**src/rtl/audio_pkg.sv**
```systemverilog
// Shared constants, channel-mode encodings and helpers for the I2S microphone front end.
package audio_pkg;

  localparam int SAMPLE_W          = 18;
  localparam int FRAME_BITS        = 64;
  localparam int SLOT_BITS         = 32;
  localparam int BIT_W             = $clog2(FRAME_BITS);
  localparam int SLOT_W            = $clog2(SLOT_BITS);
  localparam int SCK_DIV_DEFAULT   = 22;
  localparam int DATA_BITS_DEFAULT = 24;

  typedef enum logic [1:0] {
    CH_LEFT  = 2'd0,
    CH_RIGHT = 2'd1,
    CH_BOTH  = 2'd2
  } ch_mode_e;

  // True when the slot on the given side of the frame produces a sample.
  function automatic logic ch_enabled(input logic [1:0] mode, input logic is_right);
    logic en;
    case (mode)
      CH_LEFT:  en = ~is_right;
      CH_RIGHT: en = is_right;
      CH_BOTH:  en = 1'b1;
      default:  en = 1'b0;
    endcase
    return en;
  endfunction

endpackage

```
**src/rtl/i2s_clkgen.sv**
```systemverilog
// I2S bus-master timing: CLK divider, registered SCK, 6-bit frame bit counter and WS.
module i2s_clkgen
  import audio_pkg::*;
#(
  parameter int SCK_DIV = SCK_DIV_DEFAULT
) (
  input  logic             CLK,
  input  logic             RST,
  output logic             I2S_SCK,
  output logic             I2S_WS,
  output logic             rise_evt,
  output logic             fall_evt,
  output logic [BIT_W-1:0] b
);

  localparam int               DIV_W    = (SCK_DIV > 1) ? $clog2(SCK_DIV) : 1;
  localparam logic [DIV_W-1:0] DIV_LAST = DIV_W'(SCK_DIV - 1);

  logic [DIV_W-1:0] div_r;
  logic             sck_r;
  logic [BIT_W-1:0] bit_r;
  logic             toggle_s;

  // Half-period terminal count and the SCK edge events it implies
  always_comb begin
    toggle_s = (div_r == DIV_LAST);
    rise_evt = toggle_s & ~sck_r;
    fall_evt = toggle_s & sck_r;
  end

  // Divider, SCK and bit counter; WS is the counter MSB so it moves with SCK falling
  always_ff @(posedge CLK) begin
    if (RST) begin
      div_r <= {DIV_W{1'b0}};
      sck_r <= 1'b0;
      bit_r <= {BIT_W{1'b0}};
    end else begin
      if (toggle_s) begin
        div_r <= {DIV_W{1'b0}};
        sck_r <= ~sck_r;
      end else begin
        div_r <= div_r + DIV_W'(1);
        sck_r <= sck_r;
      end
      if (fall_evt) begin
        bit_r <= bit_r + BIT_W'(1);
      end else begin
        bit_r <= bit_r;
      end
    end
  end

  assign I2S_SCK = sck_r;
  assign I2S_WS  = bit_r[BIT_W-1];
  assign b       = bit_r;

endmodule

```
**src/rtl/i2s_mic_rx.sv**
```systemverilog
// I2S microphone receiver: synchronises SD, deserialises the top 18 bits of each
// enabled slot and presents them as a held sample with a one-cycle ready strobe.
module i2s_mic_rx
  import audio_pkg::*;
#(
  parameter int SCK_DIV   = SCK_DIV_DEFAULT,
  parameter int CH_MODE   = 0,
  parameter int DATA_BITS = DATA_BITS_DEFAULT
) (
  input  logic                       CLK,
  input  logic                       RST,
  input  logic                       I2S_SD,
  output logic                       I2S_SCK,
  output logic                       I2S_WS,
  output logic signed [SAMPLE_W-1:0] ADATA0,
  output logic                       ADATARDY
);

  localparam logic [1:0]        MODE   = 2'(CH_MODE);
  localparam logic [SLOT_W-1:0] K_LAST = SLOT_W'(SAMPLE_W);

  if ((DATA_BITS < SAMPLE_W) || (DATA_BITS > 31) || (SCK_DIV < 4)) begin : g_bad_params
    $error("i2s_mic_rx: unsupported DATA_BITS or SCK_DIV");
  end

  logic                       rise_evt_s;
  logic                       fall_evt_s;
  logic [BIT_W-1:0]           b_s;
  logic [SLOT_W-1:0]          slot_s;
  logic                       last_bit_s;
  logic                       slot_end_s;
  logic                       sd_meta_r;
  logic                       sd_sync_r;
  logic [SAMPLE_W-1:0]        shift_r;
  logic                       pend_r;
  logic signed [SAMPLE_W-1:0] adata_r;
  logic                       rdy_r;

  i2s_clkgen #(
    .SCK_DIV (SCK_DIV)
  ) u_clkgen (
    .CLK      (CLK),
    .RST      (RST),
    .I2S_SCK  (I2S_SCK),
    .I2S_WS   (I2S_WS),
    .rise_evt (rise_evt_s),
    .fall_evt (fall_evt_s),
    .b        (b_s)
  );

  // Slot decode: the last captured word bit of an enabled channel, and the slot boundary
  always_comb begin
    slot_s     = b_s[SLOT_W-1:0];
    last_bit_s = rise_evt_s && (slot_s == K_LAST) && ch_enabled(MODE, b_s[BIT_W-1]);
    slot_end_s = fall_evt_s && (slot_s == {SLOT_W{1'b1}});
  end

  // SD synchroniser, MSB-first shift register and sample/strobe output registers
  always_ff @(posedge CLK) begin
    if (RST) begin
      sd_meta_r <= 1'b0;
      sd_sync_r <= 1'b0;
      shift_r   <= {SAMPLE_W{1'b0}};
      pend_r    <= 1'b0;
      adata_r   <= {SAMPLE_W{1'b0}};
      rdy_r     <= 1'b0;
    end else begin
      sd_meta_r <= I2S_SD;
      sd_sync_r <= sd_meta_r;
      // Slots 1..18 are the last 18 shifts before the strobe, so later bits never reach ADATA0
      if (rise_evt_s) begin
        shift_r <= {shift_r[SAMPLE_W-2:0], sd_sync_r};
      end else if (slot_end_s) begin
        shift_r <= {SAMPLE_W{1'b0}};
      end else begin
        shift_r <= shift_r;
      end
      pend_r <= last_bit_s;
      rdy_r  <= pend_r;
      if (pend_r) begin
        adata_r <= shift_r;
      end else begin
        adata_r <= adata_r;
      end
    end
  end

  assign ADATA0   = adata_r;
  assign ADATARDY = rdy_r;

endmodule
```
**config.mk**
```make
export PLATFORM = sky130hd
export DESIGN_NAME = i2s_mic_rx
export DESIGN_NICKNAME = d
export VERILOG_FILES = /design/src/rtl/audio_pkg.sv /design/src/rtl/i2s_clkgen.sv /design/src/rtl/i2s_mic_rx.sv
export SDC_FILE = /design/constraint.sdc
export NUM_CORES = 1
export LEC_CHECK = 0
export ABC_AREA = 1
export BUFFER_PORTS_ARGS = -buffer_cell sky130_fd_sc_hd__buf_2
export CAP_MARGIN = 30
export CORE_ASPECT_RATIO = 1.4
export CORE_MARGIN = 1
export CORE_UTILIZATION = 43
export DETAILED_ROUTE_END_ITERATION = 10
export PLACE_DENSITY = 0.64
export SYNTH_ARGS = -nofsm -noshare
export SYNTH_HDL_FRONTEND = slang
export SYNTH_SLANG_ARGS = --single-unit
```
**constraint.sdc**
```tcl
create_clock -name CLK -period 3.31 [get_ports CLK]
set_input_delay 0.331 -clock CLK [delete_from_list [all_inputs] [get_ports CLK]]
set_output_delay 0.331 -clock CLK [all_outputs]
set_load 0.1 [all_outputs]
```
Word-level counts from Yosys, hierarchy flattened. Index checks and enable logic that the tools add are counted. Widths: inputs -> output; s select.

Output and inout port bits: 21. Logic and storage cells: 25. Register bits: 52.

Reductions and logical operators: 5. Multiplexer cells: 2. Add/subtract/negate cells: 2. Bitwise gates (word level): 4. Equality and inequality tests: 3.

Operator list (number): $mux 18 (2); $eq 5x5->1 const B (3); $add 6x1->6 const B (1); $add 5x1->5 const B (1); $logic_and 1x1->1 (3); $and 1x1->1 (2); $not 1->1 (2); $reduce_bool 2->1 (1); $reduce_or 2->1 (1).

Logic depth before layout (Yosys ltp). Gate-level depths: netlist of run 1.

Depth in word-level cells: 5. Depth in mapped cells: 9.

Modules after synthesis. Synthesis of run 1 repeated with hierarchy kept, for this count alone.

Cells, all modules: 252. Area total of the unflattened synthesis: 2095.8 µm².

By module, submodules not included: i2s_mic_rx (area each 1530.2 µm², times used 1, cells each 177); i2s_clkgen (area each 565.5 µm², times used 1, cells each 75).

Least setup slack after synthesis of run 1. No wires, ideal clock.

Path type: reg2reg. Start point: register u_clkgen.sck_r (netlist: u_clkgen.I2S_SCK). End point: register shift_r[12]. Path slack: 1347 ps. Cell stages (with the launch flop): 6. Library setup time: 71 ps. Period minus slack after synthesis: 1963 ps. Buffers on the path: 1. Arrival time: 1893 ps. Path through: dfxtp_1 inv_1 o21ai_4 buf_4 nand2_1 a21oi_1.

Word-level cells in the longest chain between the ends: 3. Elaborated cells on any way between the ends: 6.

Ends and longest elaborated chain: start: declaration (line i2s_clkgen.sv:20) `logic sck_r;`; start signal: assignment (line i2s_clkgen.sv:40) `sck_r <= ~sck_r;`; start signal: assignment (line i2s_clkgen.sv:43) `sck_r <= sck_r;`; $and 1x1->1 or $not 1->1 (tied branches) (line i2s_clkgen.sv:28, i2s_clkgen.sv:27); $logic_and 1x1->1 or $and 1x1->1 (tied branches) (line i2s_mic_rx.sv:55, i2s_clkgen.sv:27); $reduce_bool 2->1 (no source line) or $mux 18 (tied branches); end signal: assignment (line i2s_mic_rx.sv:63) `shift_r <= {SAMPLE_W{1'b0}};`; end signal: assignment (line i2s_mic_rx.sv:72) `shift_r <= {shift_r[SAMPLE_W-2:0], sd_sync_r};`; end signal: assignment (line i2s_mic_rx.sv:74) `shift_r <= {SAMPLE_W{1'b0}};`; end: declaration (line i2s_mic_rx.sv:34) `logic [SAMPLE_W-1:0] shift_r;`.

Parallel ways exist; a longest one is shown, timed or not. A chain may end at the register's enable or synchronous reset.

==> out/metrics.csv, run 1 <==
metric,value,unit
max_stage_delay,750,ps
nNetsFinal,270,
hold_path_class,in2reg,
fin_ws,1460,ps
grt.overflow.total,0,
syn-num-nets,249,
initial_core_util,0.450,
htree_levels,2,
hold_viol,0,
layout.cells.non_filler,323,
place_congestion,0.760,
powerDensity,496,mW/mm^2
synth-simple-area-share,0.236,
synth_edf_count,0,
coreArea,0.00427,sq mm
setup_viol,0,
num_rows,28,
fin_util,0.510,
tightest_slew,671,ps
postCtsHoldBufs,0,
fin_crit_sh,0.558,
crit_required,3510,ps
maxCapViolCount,0,
clockRootBuffer,clkbuf_8,
wl_per_cell,11.1,um
ys_async_sr_fraction,0,
area_growth,13.3,%
synthXorXnorAreaFrac,0.00911,
syn_area,0.00192,sq mm
cts.sinks,52,
cts_tree,yes,
avgSynthCellArea,7.98,sq um
yosysSeqAreaShare,0.541,
synthCells,241,
rsz0062_at_grt,no,
wl,3.60,mm
die_h,81.1,um
report.final.slew_viol_count,0,
viasPerCell,4.75,
peakVddDrop,293,uV
dp_hpwl,2.25,mm
fin_tns_setup,0,ps
drt_iter0_drc,74,
grt_antenna_before_repair,0,
grt_max_degree,27,
fin_total_pwr,1.08,mW
crit_fanout,19,
cts.clk_slew.worst_paths,90,ps
outcome,"finished, final reports clean",
cp-end-kind,flip-flop,
die_w,58.5,um
dp.cells,315,
cts_buffers,5,
synth-seq-cells,52,
die-area,0.00475,sq mm
path_cells,"clkinv_1, nor2_1, nor2_1",
fmax,0.541,GHz
min_period,1850,ps
worstSetupPathType,reg2reg,
p_leak,0.959,nW
postCtsSetupRepairBufs,0,
yosysWarningCount,0,
post_cts_resized,0,
drc,0,
synth_ff_type,dfxtp_1,
dp_slack,1510,ps
muxShareOfSynthArea,0,
synth_cell_types,23,
grt_pass1_wl,6.03,mm
track_usage,0.168,
cp-start-kind,flip-flop,
fin_area,0.00218,sq mm
dpl_cell_area,0.00207,sq mm
ant_nets,0,
drt_pre_antenna_iters,4,
num_antenna_cells,0,
portBuffers,23,
vias,1535,
whs,224,ps
cts_buffer_depth,2,
slowest_stage,dfxtp_1,
io_pins,24,
finalClockSkew,6.74,ps
cpMostUsedCell,nor2_1,
drive_above_1_share,0.148,
synthAdderAreaFrac,0.0325,
grt_pass1_vias,1361,
cp_data_arrival_time,2040,ps
relSlewSlack,0.552,
synth_top_family_by_area,simple AND/OR/NAND/NOR gates,
clock_latency,300,ps
synth-compound-area-share,0.126,
[critical path: cells and delay by family, from the launching register on]
kind | cells | cell delay [ps]
flops | 1 | 750
buf+inv | 1 | 650
simple gates | 2 | 340
[cell families after synthesis]
family / after synthesis
compound gates: 46
xor+xnor: 2
fa+ha+maj: 5
buf+inv: 25
flops: 52
simple gates: 111
[synth_stat cells (2+ instances only)]
cell	n	area share
ha_1	5	0.033
nand2_2	2	0.0065
nand2_1	51	0.10
nand3_1	3	0.0078
dfxtp_1	52	0.54
or2_2	2	0.0065
nor2_1	47	0.092
inv_1	14	0.027
nor2_4	2	0.012
nand4_1	2	0.0065
o21ai_0	21	0.055
a21oi_1	24	0.062
clkbuf_1	6	0.012
[worst paths after layout]
| path | slack [ps] | depth (start not counted) | startpoint | to |
|---|---|---|---|---|
| setup / recovery | 1460 | 3 | pend_r | ADATA0[1] |
| setup reg to reg | 1460 | 3 | pend_r | ADATA0[1] |
| hold reg to reg | 410 | 2 | sd_meta_r | sd_sync_r |
| hold / removal | 220 | 3 | I2S_SD | sd_meta_r |
[routing by layer]
metal  part of all wire  track usage  vias to the layer above
li1                   -            -                      805
met1               0.49        0.207                      703
met2               0.47        0.280                       22
met3              0.031       0.0430                        5
met4              0.012       0.0643                        0
met5                  0            0                        -
[layout by cell type, fill, tap and decap left out, drive strengths merged]
cell type,n
nand3,3
nand4,2
nor2,49
bufinv,1
nor3,1
dfxtp,52
xnor2,1
inv,15
nor4,1
a21oi,24
buf,23
o21ai,22
ha,5
clkinv,2
clkbuf,5
nand2,53
clkinvlp,1
or2,2
xor2,1
[state kept, by name, indices dropped and copies added (netlist names)]
signal and flops:
shift_r 18, sd_meta_r 1, ADATARDY 1, ADATA0 18, sd_sync_r 1, u_clkgen.div_r 5
u_clkgen.b 6, u_clkgen.I2S_SCK 1, pend_r 1
[power by group]
part | leakage, nW | internal (mW) | switching, mW | total, mW
Clock | 0.0541 | 0.224 | 0.204 | 0.428
Combinational | 0.486 | 0.00570 | 0.0133 | 0.0190
Sequential | 0.420 | 0.629 | 0.00312 | 0.632
Total | 0.959 | 0.859 | 0.221 | 1.08
[cell type report]
cell class | count | area (sq um)
fill | 428 | 2100
sequential | 52 | 1040
multi-input combinational | 164 | 776
timing repair buffer | 23 | 115
tap | 60 | 75.1
clock buffer | 5 | 68.8
inverter | 16 | 60.1
clock inverter | 3 | 42.5
Note: power is estimated with default switching activity, not from simulation.
==> run 2: changes to the inputs <==
--- a/config.mk
+++ b/config.mk
@@ -12,7 +12,7 @@
 export CORE_MARGIN = 1
 export CORE_UTILIZATION = 43
 export DETAILED_ROUTE_END_ITERATION = 10
-export PLACE_DENSITY = 0.64
+export PLACE_DENSITY = 0.66
 export SYNTH_ARGS = -nofsm -noshare
 export SYNTH_HDL_FRONTEND = slang
 export SYNTH_SLANG_ARGS = --single-unit
==> constraint.sdc (replaced) <==
create_clock -name CLK -period 1.56 [get_ports CLK]
set_input_delay 0.156 -clock CLK [delete_from_list [all_inputs] [get_ports CLK]]
set_output_delay 0.156 -clock CLK [all_outputs]
set_load 0.1 [all_outputs]
==> run 2 against run 1 <==
  * Critical path type unchanged
  * Critical path depth is 5 higher
  * Hold slack lost 170 ps
  * Highest routed layer unchanged
  * Count of clock-buffer cells in the layout stayed put
  * Combinational power grew to 2.7 times the previous value
  * Global-route usage grew 0.46 points
  * Sequential share of layout area shrank 2.9 points
  * Non-clock buffer count increased by 11
  * Cell count up 3.1%
  * First-iteration DRC count down 59%
  * Clock skew fell by 0.98 ps
  * Sequential power up 110%
  * Core utilization increased by 3.4 points
  * The run now ends with setup timing left
==> out/metrics.csv, run 2 (synthesis results as in run 1) <==
metric,value,unit
drive_above_1_share,0.205,
min_period,1580,ps
top_layer,met4,
tightest_slew,488,ps
dpl_cell_area,0.00215,sq mm
wl_met2,1.99,mm
wl_per_cell,11.6,um
cp_data_arrival_time,1810,ps
report.final.slew_viol_count,0,
max_stage_delay,360,ps
viasPerCell,4.77,
drc,0,
violations,setup timing,
grt_antenna_before_repair,0,
relSlewSlack,0.673,
reg2reg_depth,8,
portBuffers,23,
die-area,0.00475,sq mm
die_w,58.5,um
r2r_start,u_clkgen.b[1],
powerDensity,910,mW/mm^2
finalClockSkew,5.76,ps
setup_viol,1,
num_rows,28,
ant_nets,0,
coreArea,0.00427,sq mm
fin_ws,-20.4,ps
nNetsFinal,281,
final_cell_mix,"50 x dfxtp_1, 50 x nand2_1, 47 x nor2_1",
cp-end-kind,flip-flop,
die_h,81.1,um
place_congestion,0.771,
num_antenna_cells,0,
grt_max_degree,24,
clockRootBuffer,clkbuf_8,
crit_fanout,5,
clock_latency,300,ps
hp-start,I2S_SD,
wl_met3,118,um
dp_slack,119,ps
fmax,0.633,GHz
p_leak,1.02,nW
peakVddDrop,621,uV
grt_pass1_vias,1430,
grt_pass1_wl,6.24,mm
drt_iter0_drc,30,
wirelength_met1,1.70,mm
track_usage,0.173,
htree_levels,2,
vias,1588,
area_growth,20.8,%
wl,3.86,mm
holdPathStages,3,
path_cells,"ha_4, nand2_2, nor2_1, ha_2, o21ai_4, clkbuf_16, nand2_1, a21oi_1",
critPathLaunch,u_clkgen.b[1],
drt_pre_antenna_iters,6,
cts_tree,yes,
maxCapViolCount,0,
fin_crit_sh,1.01,
outcome,"complete, but fails checks",
cts.clk_slew.worst_paths,90,ps
grt.overflow.total,0,
dp_hpwl,2.46,mm
hold_path_class,in2reg,
crit_required,1790,ps
hold_viol,0,
cts_buffer_depth,2,
whs,52.7,ps
io_pins,24,
slowest_stage,dfxtp_2,
worstSetupPathType,reg2reg,
cts.sinks,52,
initial_core_util,0.450,
cts_buffers,5,
fin_area,0.00232,sq mm
cp-start-kind,flip-flop,
run 2: repair_timing:
item	CTS	global route
setup endpoints to repair	0	4
buffers inserted	0	1
hold buffers	0	0
gates resized for setup	0	7
run 2: area by class of cell:
class / instances / area [sq um]
timing repair buffer: 34 / 262
multi-input combinational: 164 / 801
clock inverter: 2 / 12.5
sequential: 52 / 1040
inverter: 16 / 60.1
tap: 60 / 75.1
clock buffer: 5 / 68.8
fill: 437 / 1950
run 2: worst paths after layout:
| path | endpoint | slack (ps) |
|---|---|---|
| setup / recovery | shift_r[8] | -20 |
| hold / removal | sd_meta_r | 50 |
| setup reg to reg | shift_r[8] | -20 |
| hold reg to reg | sd_sync_r | 410 |
run 2: worst max-delay path, delay by kind of cell, from the launching register on:
kind,cells,cell delay (ps)
compound gates,2,440
flops,1,360
fa+ha+maj,2,340
buf+inv,1,210
simple gates,3,160
run 2: metrics by stage:
stage               TNS [ps]  power [mW]  cells  utilization
floorplan                  0        1.40    241            -
global placement           0        1.42    322        0.502
detailed placement         0        1.42    322        0.502
CTS                        0        2.14    329        0.521
global route            -469        2.20    333        0.543
finish                 -20.4        2.11    333        0.543
run 2: metal layers:
metal,track usage,vias up
met5,0,-
met4,0.0738,0
li1,-,820
met2,0.291,28
met3,0.0382,5
met1,0.211,735
run 2: power breakdown:
part           internal [mW]  switching (mW)  total [mW]  leakage [nW]
registers               1.33         0.00624        1.34         0.421
logic                 0.0188          0.0317      0.0504         0.562
clock network          0.304           0.417       0.722        0.0400
